==> src/rtl/bht_ctrl.sv <==
// ---------------------------------------------------------------------------
// bht_ctrl -- branch-history table sequencing controller
//
// Owns a single-port 2^IDX_W x 2-bit counter RAM. After reset it walks the
// whole table writing INIT_VAL. It then arbitrates each cycle between
// fetch-side lookups and queued commit-side updates. Each update is a
// read-modify-write with a 2-bit saturating counter.
//
// Optional feature macro: BHT_STATS_EN
//   When defined, the stat_lookups_o, stat_updates_o and stat_stalls_o
//   counters and ports are added. When undefined, they are absent.
//
// Ports
//   clk_i, rst_ni          clock, asynchronous active-low reset
//   rdy_i                  global enable; low freezes all state, no table access
//   lk_valid_i/lk_pc_i     lookup request and its PC
//   lk_ready_o             lookup accepted this cycle
//   lk_res_valid_o         prediction valid, one cycle after acceptance
//   lk_taken_o             predicted direction (counter bit 1)
//   upd_valid_i/upd_pc_i/upd_taken_i   committed branch outcome
//   upd_ready_o            update FIFO can accept this cycle
//   tbl_en_o/tbl_we_o/tbl_addr_o/tbl_wdata_o/tbl_rdata_i   counter RAM port
//   init_done_o            initialisation walk complete
//
// States
//   ST_INIT   | walk the table writing INIT_VAL, one entry per rdy cycle
//   ST_IDLE   | serve a lookup, or read the head update's counter
//   ST_UPD_WR | write the saturated counter of the head update and pop it
// ---------------------------------------------------------------------------
module bht_ctrl #(
    parameter int unsigned IDX_W    = 7,
    parameter int unsigned QDEPTH   = 4,
    parameter logic [1:0]  INIT_VAL = 2'b01
) (
    input  logic             clk_i,
    input  logic             rst_ni,
    input  logic             rdy_i,
    input  logic             lk_valid_i,
    input  logic [31:0]      lk_pc_i,
    output logic             lk_ready_o,
    output logic             lk_res_valid_o,
    output logic             lk_taken_o,
    input  logic             upd_valid_i,
    input  logic [31:0]      upd_pc_i,
    input  logic             upd_taken_i,
    output logic             upd_ready_o,
    output logic             tbl_en_o,
    output logic             tbl_we_o,
    output logic [IDX_W-1:0] tbl_addr_o,
    output logic [1:0]       tbl_wdata_o,
    input  logic [1:0]       tbl_rdata_i,
    output logic             init_done_o
`ifdef BHT_STATS_EN
    ,
    output logic [31:0]      stat_lookups_o,
    output logic [31:0]      stat_updates_o,
    output logic [31:0]      stat_stalls_o
`endif
);

    localparam int unsigned PTR_W = (QDEPTH > 1) ? $clog2(QDEPTH) : 1;
    localparam int unsigned CNT_W = PTR_W + 1;
    localparam logic [CNT_W-1:0] FULL_CNT = CNT_W'(QDEPTH);

    typedef enum logic [1:0] {
        ST_INIT   = 2'd0,
        ST_IDLE   = 2'd1,
        ST_UPD_WR = 2'd2
    } state_e;

    state_e             state_q, state_d;

    logic [IDX_W-1:0]   init_addr_q;
    logic               init_done_q;
    logic               res_pend_q;

    logic [IDX_W-1:0]   fifo_idx_q [QDEPTH];
    logic               fifo_tkn_q [QDEPTH];
    logic [PTR_W-1:0]   wr_ptr_q, rd_ptr_q;
    logic [CNT_W-1:0]   count_q, count_d;

    logic               active;
    logic               fifo_full, fifo_empty;
    logic               fifo_push, fifo_pop;
    logic [IDX_W-1:0]   lk_idx, upd_idx, head_idx;
    logic               head_tkn;
    logic [1:0]         upd_new;
    logic               unused_pc_bits;

    // Outputs must show reset values while rst_ni is low, so the enable is
    // qualified by reset as well as rdy.
    assign active     = rdy_i & rst_ni;
    assign fifo_full  = (count_q == FULL_CNT);
    assign fifo_empty = (count_q == '0);

    assign lk_idx   = lk_pc_i[IDX_W+1:2];
    assign upd_idx  = upd_pc_i[IDX_W+1:2];
    assign head_idx = fifo_idx_q[rd_ptr_q];
    assign head_tkn = fifo_tkn_q[rd_ptr_q];

    assign unused_pc_bits = ^{lk_pc_i[31:IDX_W+2], lk_pc_i[1:0],
                              upd_pc_i[31:IDX_W+2], upd_pc_i[1:0]};

    // Readiness looks only at the registered occupancy: a pop in the same
    // cycle does not open a slot for a full FIFO.
    assign upd_ready_o = active & ~fifo_full;
    assign fifo_push   = upd_valid_i & upd_ready_o;

    assign init_done_o    = init_done_q;
    assign lk_res_valid_o = res_pend_q & rdy_i;
    assign lk_taken_o     = lk_res_valid_o & tbl_rdata_i[1];

    // 2-bit saturating step of the head entry's counter
    always_comb begin
        upd_new = tbl_rdata_i;
        if (head_tkn) begin
            if (tbl_rdata_i != 2'b11) begin
                upd_new = tbl_rdata_i + 2'b01;
            end
        end else if (tbl_rdata_i != 2'b00) begin
            upd_new = tbl_rdata_i - 2'b01;
        end
    end

    // ---------------------------------------------------------------------
    // FSM: state register
    // ---------------------------------------------------------------------
    always_ff @(posedge clk_i or negedge rst_ni) begin
        if (!rst_ni) begin
            state_q <= ST_INIT;
        end else if (rdy_i) begin
            state_q <= state_d;
        end
    end

    // ---------------------------------------------------------------------
    // FSM: next state
    // ---------------------------------------------------------------------
    always_comb begin
        state_d = state_q;
        case (state_q)
            ST_INIT: begin
                if (&init_addr_q) begin
                    state_d = ST_IDLE;
                end
            end
            ST_IDLE: begin
                if (fifo_full) begin
                    state_d = ST_UPD_WR;
                end else if (lk_valid_i) begin
                    state_d = ST_IDLE;
                end else if (!fifo_empty) begin
                    state_d = ST_UPD_WR;
                end
            end
            ST_UPD_WR: begin
                state_d = ST_IDLE;
            end
            default: begin
                state_d = ST_INIT;
            end
        endcase
    end

    // ---------------------------------------------------------------------
    // FSM: outputs (table port, lookup handshake, FIFO pop)
    // ---------------------------------------------------------------------
    always_comb begin
        lk_ready_o  = 1'b0;
        tbl_en_o    = 1'b0;
        tbl_we_o    = 1'b0;
        tbl_addr_o  = '0;
        tbl_wdata_o = '0;
        fifo_pop    = 1'b0;
        if (active) begin
            case (state_q)
                ST_INIT: begin
                    tbl_en_o    = 1'b1;
                    tbl_we_o    = 1'b1;
                    tbl_addr_o  = init_addr_q;
                    tbl_wdata_o = INIT_VAL;
                end
                ST_IDLE: begin
                    // A full FIFO outranks lookups so updates cannot starve.
                    if (fifo_full) begin
                        tbl_en_o   = 1'b1;
                        tbl_addr_o = head_idx;
                    end else if (lk_valid_i) begin
                        lk_ready_o = 1'b1;
                        tbl_en_o   = 1'b1;
                        tbl_addr_o = lk_idx;
                    end else if (!fifo_empty) begin
                        tbl_en_o   = 1'b1;
                        tbl_addr_o = head_idx;
                    end
                end
                ST_UPD_WR: begin
                    tbl_en_o    = 1'b1;
                    tbl_we_o    = 1'b1;
                    tbl_addr_o  = head_idx;
                    tbl_wdata_o = upd_new;
                    fifo_pop    = 1'b1;
                end
                default: begin
                    tbl_en_o = 1'b0;
                end
            endcase
        end
    end

    // ---------------------------------------------------------------------
    // Init walk, lookup result pending flag, FIFO pointers
    // ---------------------------------------------------------------------
    always_comb begin
        case ({fifo_push, fifo_pop})
            2'b10:   count_d = count_q + 1'b1;
            2'b01:   count_d = count_q - 1'b1;
            default: count_d = count_q;
        endcase
    end

    always_ff @(posedge clk_i or negedge rst_ni) begin
        if (!rst_ni) begin
            init_addr_q <= '0;
            init_done_q <= 1'b0;
            res_pend_q  <= 1'b0;
            wr_ptr_q    <= '0;
            rd_ptr_q    <= '0;
            count_q     <= '0;
        end else if (rdy_i) begin
            // Held through rdy-low so the result is re-issued on resume.
            res_pend_q <= lk_ready_o;
            if (state_q == ST_INIT) begin
                init_addr_q <= init_addr_q + 1'b1;
                if (&init_addr_q) begin
                    init_done_q <= 1'b1;
                end
            end
            if (fifo_push) begin
                wr_ptr_q <= wr_ptr_q + 1'b1;
            end
            if (fifo_pop) begin
                rd_ptr_q <= rd_ptr_q + 1'b1;
            end
            count_q <= count_d;
        end
    end

    // FIFO storage needs no reset: occupancy gates every read of it.
    always_ff @(posedge clk_i) begin
        if (fifo_push) begin
            fifo_idx_q[wr_ptr_q] <= upd_idx;
            fifo_tkn_q[wr_ptr_q] <= upd_taken_i;
        end
    end

`ifdef BHT_STATS_EN
    logic [31:0] stat_lookups_q, stat_updates_q, stat_stalls_q;

    always_ff @(posedge clk_i or negedge rst_ni) begin
        if (!rst_ni) begin
            stat_lookups_q <= '0;
            stat_updates_q <= '0;
            stat_stalls_q  <= '0;
        end else if (rdy_i) begin
            if (lk_ready_o) begin
                stat_lookups_q <= stat_lookups_q + 32'd1;
            end
            if (fifo_pop) begin
                stat_updates_q <= stat_updates_q + 32'd1;
            end
            if (init_done_q && lk_valid_i && !lk_ready_o) begin
                stat_stalls_q <= stat_stalls_q + 32'd1;
            end
        end
    end

    assign stat_lookups_o = stat_lookups_q;
    assign stat_updates_o = stat_updates_q;
    assign stat_stalls_o  = stat_stalls_q;
`endif

endmodule

==> config.mk <==
export PLATFORM = sky130hd
export DESIGN_NAME = bht_ctrl
export DESIGN_NICKNAME = d
export VERILOG_FILES = /design/src/rtl/bht_ctrl.sv
export SDC_FILE = /design/constraint.sdc
export NUM_CORES = 1
export LEC_CHECK = 0
export ABC_CLOCK_PERIOD_IN_PS = 5300
export CORE_MARGIN = 4
export CORE_UTILIZATION = 47
export DETAILED_ROUTE_END_ITERATION = 7
export GPL_TIMING_DRIVEN = 0
export PLACE_DENSITY = 0.84
export SYNTH_ARGS = -nofsm -noshare
export SYNTH_HDL_FRONTEND = slang
export SYNTH_SLANG_ARGS = --single-unit
==> constraint.sdc <==
create_clock -name clk_i -period 5.3 [get_ports clk_i]
set_input_delay 1.06 -clock clk_i [delete_from_list [all_inputs] [get_ports clk_i]]
set_output_delay 1.06 -clock clk_i [all_outputs]
set_load 0.01 [all_outputs]
==> results.tsv, run 1 <==
metric	value	unit
status	complete, no violations	
post-CTS sizing	0	
CTS buffer count	5	
WL per Instance	15.7	um
critical path class	input pin to output port	
reg-to-reg slack, setup	2.96	ns
final setup TNS	0	ns
Hold Path Class	flip-flop to flip-flop	
CP arrival	3.59	ns
hold path cells	1	
top post-synthesis cells by area	edfxtp_1, dfrtp_1, mux4_2	
Synth top area share	0.409	
TritonCTS clock tree	built	
post-route cell area	2940	um2
Antenna Nets Post-Route	0	
# Post-CTS Setup Buffers	0	
fmax	215	MHz
#FFs+latches synth	50	
CTS Root Cell	clkbuf_8	
initial cell density of the core	0.492	
layout cells sized above 1	0.141	
FF-to-FF path depth	10	
Ys Warns	0	
worst vdd ir	258	uV
Synth area leader	edfxtp_1	
Worst Setup SP	rst_ni	
RSZ-0062 raised after global routing	false	
PortBufs	37	
post-detail-place hpwl	3160	um
GR Util All Layers	0.154	
Critical R2R Capture	count_q[2]	
Worst EP required	4.24	ns
filler instances	372	
crit share post-route	0.877	
Non-Filler Instances	273	
DRT Pass-1 Iters	4	
Slew Viols, Final	0	
Max Cap Violations	0	
Post-Route WL	4300	um
clock tree buffer depth	2	
critical path startpoint category	input pin	
CTS Sinks	50	
sequential cell area	1410	um2
DRC Markers	0	
crit path max fanout	19	
most common cell after layout, fill and taps aside	clkdlybuf4s50_1	
Slew @ Worst Pin	0.851	ns
die area	6200	um2
DR vias	1448	
Slew HR	0.431	
initial antenna violation count	0	
reg2reg start	count_q[1]	
post-layout min period	4.65	ns
Nets	284	
largest net degree at the start of global routing	20	
Worst Setup EP	tbl_wdata_o[1]	
first-pass GRT wire length	7210	um
part of the Yosys area used for sequential elements	0.600	
gr ovfl total	0	
Worst-Skew Late Latency	0.29	ns
final worst slack	0.650	ns
vias per cell	5.30	
cell area after synthesis	2350	um2
Clock Skew	0.00962	ns
DP Worst Slack	0.599	ns
1st-iter DRT viols	142	
ant diodes	0	
Mean Syn Cell Area	14.6	um2
Setup-failing EPs final	0	
vias in the first global route	1502	
hold buffers post-CTS	0	
Syn Inst Count	161	
H-Tree Depth	2	
Layout area overhead	25.2	%
Setup crit end kind	output port	
cell count after placement	265	
I/O pins	88	
CTS clk-pin slew, worst paths	0.10	ns
post-placement cell area	2810	um2
CORE AREA	4790	um2
FP Rows	25	
Vert. Die Dim	78.7	um
synthesized net count	240	
Leak	1.12	nW
PwrDens	460	nW/um2
final hold viol count	0	
most frequent cells in the layout	clkdlybuf4s50_1, edfxtp_1, dfrtp_1	
Netlist cell types	39	
multi-input logic area	858	um2
HP Start	init_done_o	
Chip Width	78.7	um
worst hold slack	0.489	ns
Placer Congestion	0.778	
[how the worst min path moves through the flow]
| stage | to | slack (ns) |
|---|---|---|
| floorplan | init_addr_q[6] | 0.46 |
| global placement | init_done_o | 0.46 |
| detailed placement | init_done_o | 0.46 |
| CTS | init_done_o | 0.49 |
| global route | init_done_o | 0.52 |
| finish | init_done_o | 0.49 |
[worst max-delay path, cell delays in order]
cell	delay, ns
clkdlybuf4s50_1	1.03
nand2_1	0.32
nor2_1	0.40
a21boi_0	0.22
clkdlybuf4s50_1	0.56
[registers in the layout, indices dropped and copies added (netlist names)]
register,flops
count_q,3
fifo_idx_q,28
fifo_tkn_q,4
init_addr_q,7
init_done_o,1
rd_ptr_q,2
res_pend_q,1
state_q,2
wr_ptr_q,2
[metal layers]
layer,global-route usage,part of all wire
met3,0.0420,0.031
met2,0.267,0.54
met1,0.185,0.42
met4,0.0524,0.010
met5,0,0
[cells by family after synthesis]
| kind of cell | count (synthesis) | synth area share |
|---|---|---|
| DFF | 50 | 0.600 |
| and+or+nand+nor | 43 | 0.0952 |
| AOI/OAI and AO/OA | 23 | 0.0862 |
| buffers and inverters | 14 | 0.0351 |
| xor gates and xnor gates | 12 | 0.0447 |
| muxes | 12 | 0.0984 |
| adders and majority gates | 7 | 0.0404 |
[where the power goes]
part           internal (W)  switching (W)  total (W)
Clock              0.000189       0.000124   0.000313
Sequential         0.000487      0.0000687   0.000556
Combinational      0.000255       0.000230   0.000486
[layout make-up]
type,count,share of cell area
clock buffer,5,0.0234
timing repair buffer,37,0.126
inverter,9,0.0115
multi-input combinational,97,0.292
tap,67,0.0285
sequential,50,0.479
buffer,5,0.0166
clock inverter,3,0.0234
[synth_stat cells]
| master | count |
|---|---|
| nor2_2 | 1 |
| dfrtp_1 | 18 |
| a21oi_2 | 1 |
| buf_2 | 1 |
| a211oi_4 | 1 |
| a21o_1 | 2 |
| nand2_1 | 7 |
| o21ai_0 | 4 |
| a222oi_1 | 7 |
| fa_1 | 1 |
| inv_1 | 9 |
| mux2_4 | 1 |
| nor2_1 | 15 |
| a41o_1 | 1 |
| and3_1 | 6 |
| nand3_1 | 5 |
| clkbuf_8 | 1 |
| and2b_1 | 1 |
| mux2_2 | 2 |
| o31ai_4 | 1 |
| and4_1 | 1 |
| o21a_1 | 1 |
| buf_4 | 1 |
| ha_1 | 6 |
| xnor2_1 | 8 |
| nand2b_1 | 2 |
| buf_6 | 2 |
| and4bb_2 | 1 |
| and2_1 | 2 |
| mux4_1 | 1 |
| edfxtp_1 | 32 |
| xor2_1 | 4 |
| a21oi_1 | 2 |
| a21boi_0 | 1 |
| a31oi_1 | 2 |
| mux4_2 | 7 |
| mux2i_1 | 1 |
| nor3_1 | 1 |
| nand2b_4 | 1 |
[metrics by stage]
stage | power [W] | util
after floorplan | 0.000910 | -
after global placement | 0.00104 | 0.586
after detailed placement | 0.00105 | 0.586
after CTS | 0.00136 | 0.615
after global routing | 0.00145 | 0.615
final | 0.00135 | 0.615
No activity file was read; power rests on OpenSTA's default activity.
==> run 2, diff against run 1 <==
CORE_UTILIZATION = 31   (was 47)
PLACE_DENSITY = not set   (was 0.84)
==> results.tsv, run 2 (same netlist as run 1, synthesis figures left out) <==
metric	value	unit	change
status	complete, no violations		unchanged
first-pass GRT wire length	7670	um	was 7210 um
Chip Width	95.1	um	was 78.7 um
sequential power share	0.432		was 0.410
Placer Congestion	0.773		was 0.778
CP Cell Sequence	clkdlybuf4s50_1 -> nand2_1 -> a21o_1 -> a31oi_1 -> clkdlybuf4s50_1		was clkdlybuf4s50_1 -> nand2_1 -> nor2_1 -> a21boi_0 -> clkdlybuf4s50_1
CP peak stage delay	1.05	ns	was 1.03 ns
vias in the first global route	1475		was 1502
CP max stage cell	clkdlybuf4s50_1		unchanged
crit path max fanout	19		unchanged
gr ovfl total	0		unchanged
Worst-Skew Late Latency	0.31	ns	was 0.29 ns
I/O pins	88		unchanged
initial cell density of the core	0.321		was 0.492
vias per cell	4.68		was 5.30
critical path startpoint category	input pin		unchanged
CORE AREA	7330	um2	was 4790 um2
Worst Setup SP	rst_ni		unchanged
Sw Pwr	0.000438	W	was 0.000423 W
die area	9050	um2	was 6200 um2
clock tree buffer depth	2		unchanged
most common cell after layout, fill and taps aside	clkdlybuf4s50_1		unchanged
initial antenna violation count	0		unchanged
RSZ-0062 raised after global routing	false		unchanged
post-layout min period	4.59	ns	was 4.65 ns
post-route cell area	2940	um2	unchanged
filler instances	675		was 372
hold buffers post-CTS	0		unchanged
Slew @ Worst Pin	0.885	ns	was 0.851 ns
Hold Path Class	flip-flop to flip-flop		unchanged
fmax	218	MHz	was 215 MHz
critical path class	input pin to output port		unchanged
Gate power share	0.382		was 0.359
Non-Filler Instances	305		was 273
Post-Route WL	4660	um	was 4300 um
CTS buffer count	5		unchanged
ant diodes	0		unchanged
DR vias	1428		was 1448
reg-to-reg slack, setup	2.99	ns	was 2.96 ns
Nets	284		unchanged
FP Rows	31		was 25
Slew HR	0.408		was 0.431
Antenna Nets Post-Route	0		unchanged
largest net degree at the start of global routing	20		unchanged
PwrDens	434	nW/um2	was 460 nW/um2
sw frac	0.342		was 0.312
Top delay family on crit path	buffers and inverters		unchanged
Most flops, register	fifo_idx_q		unchanged
# Post-CTS Setup Buffers	0		unchanged
worst vdd ir	153	uV	was 258 uV
number of buffers and inverters on the critical path	2		unchanged
CTS clk-pin slew, worst paths	0.10	ns	about the same
worst hold slack	0.495	ns	was 0.489 ns
Internal	0.000841	W	was 0.000931 W
CP arrival	3.53	ns	was 3.59 ns
layout cells sized above 1	0.141		unchanged
Leak	1.10	nW	was 1.12 nW
final setup TNS	0	ns	unchanged
Slew Viols, Final	0		unchanged
post-placement cell area	2850	um2	was 2810 um2
DRT Pass-1 Iters	4		unchanged
GR Util All Layers	0.112		was 0.154
Clock Skew	0.00574	ns	was 0.00962 ns
Worst EP required	4.24	ns	about the same
Vert. Die Dim	95.1	um	was 78.7 um
Setup-failing EPs final	0		unchanged
PortBufs	37		unchanged
Layout area overhead	25.2	%	unchanged
1st-iter DRT viols	61		was 142
post-CTS sizing	0		unchanged
crit share post-route	0.866		was 0.877
final hold viol count	0		unchanged
H-Tree Depth	2		unchanged
WL per Instance	15.3	um	was 15.7 um
CP most frequent cell	clkdlybuf4s50_1		unchanged
Setup crit end kind	output port		unchanged
HP Start	init_done_o		unchanged
Clock power frac	0.186		was 0.231
Largest regs	fifo_idx_q: 28 flops, init_addr_q: 7 flops, fifo_tkn_q: 4 flops		unchanged
reg2reg start	count_q[0]		was count_q[1]
Pwr Total	0.00128	W	was 0.00135 W
cell count after placement	297		was 265
most frequent cells in the layout	clkdlybuf4s50_1, edfxtp_1, dfrtp_1		unchanged
CTS Sinks	50		unchanged
TritonCTS clock tree	built		unchanged
CTS Root Cell	clkbuf_8		unchanged
DRC Markers	0		unchanged
post-detail-place hpwl	3410	um	was 3160 um
max reg flops	28		unchanged
Max Cap Violations	0		unchanged
[run 2: final timing paths]
check                                  to  cells past startpoint
setup / recovery                 tbl_en_o                      5
hold / removal                init_done_o                      1
setup reg to reg               count_q[2]                     10
hold reg to reg               init_done_o                      1
max in group asynchronous     rd_ptr_q[1]                      1
min in group asynchronous  init_addr_q[1]                      1
[run 2: power by group through the flow]
stage | Combinational, W | Sequential [W] | Clock (W)
CTS | 0.000497 | 0.000553 | 0.000245
finish | 0.000488 | 0.000553 | 0.000238
global route | 0.000545 | 0.000564 | 0.000265
detailed placement | 0.000495 | 0.000560 | 0
global placement | 0.000486 | 0.000560 | 0
floorplan | 0.000365 | 0.000545 | 0
[run 2: area by class of cell]
cell class	count	area (um2)	area share
flip-flops and latches	50	1410	0.479
clock inverters	3	28.8	0.00977
multi-input cells	97	858	0.292
well taps	99	124	0.0421
clock buffers	5	68.8	0.0234
repair buffers	37	370	0.126
plain buffers	5	48.8	0.0166
inverters	9	33.8	0.0115
[run 2: routing by layer]
metal / vias up / share of wire / GRT usage
met5: - / 0 / 0
li1: 691 / - / -
met2: 31 / 0.48 / 0.185
met4: 0 / 0.011 / 0.0252
met1: 699 / 0.47 / 0.144
met3: 7 / 0.042 / 0.0355
[run 2: stage by stage]
step / setup WS [ns] / util
floorplan: 2.49 / -
global placement: 0.541 / 0.388
detailed placement: 0.549 / 0.388
CTS: 0.567 / 0.402
global route: 0.406 / 0.402
finish: 0.710 / 0.402
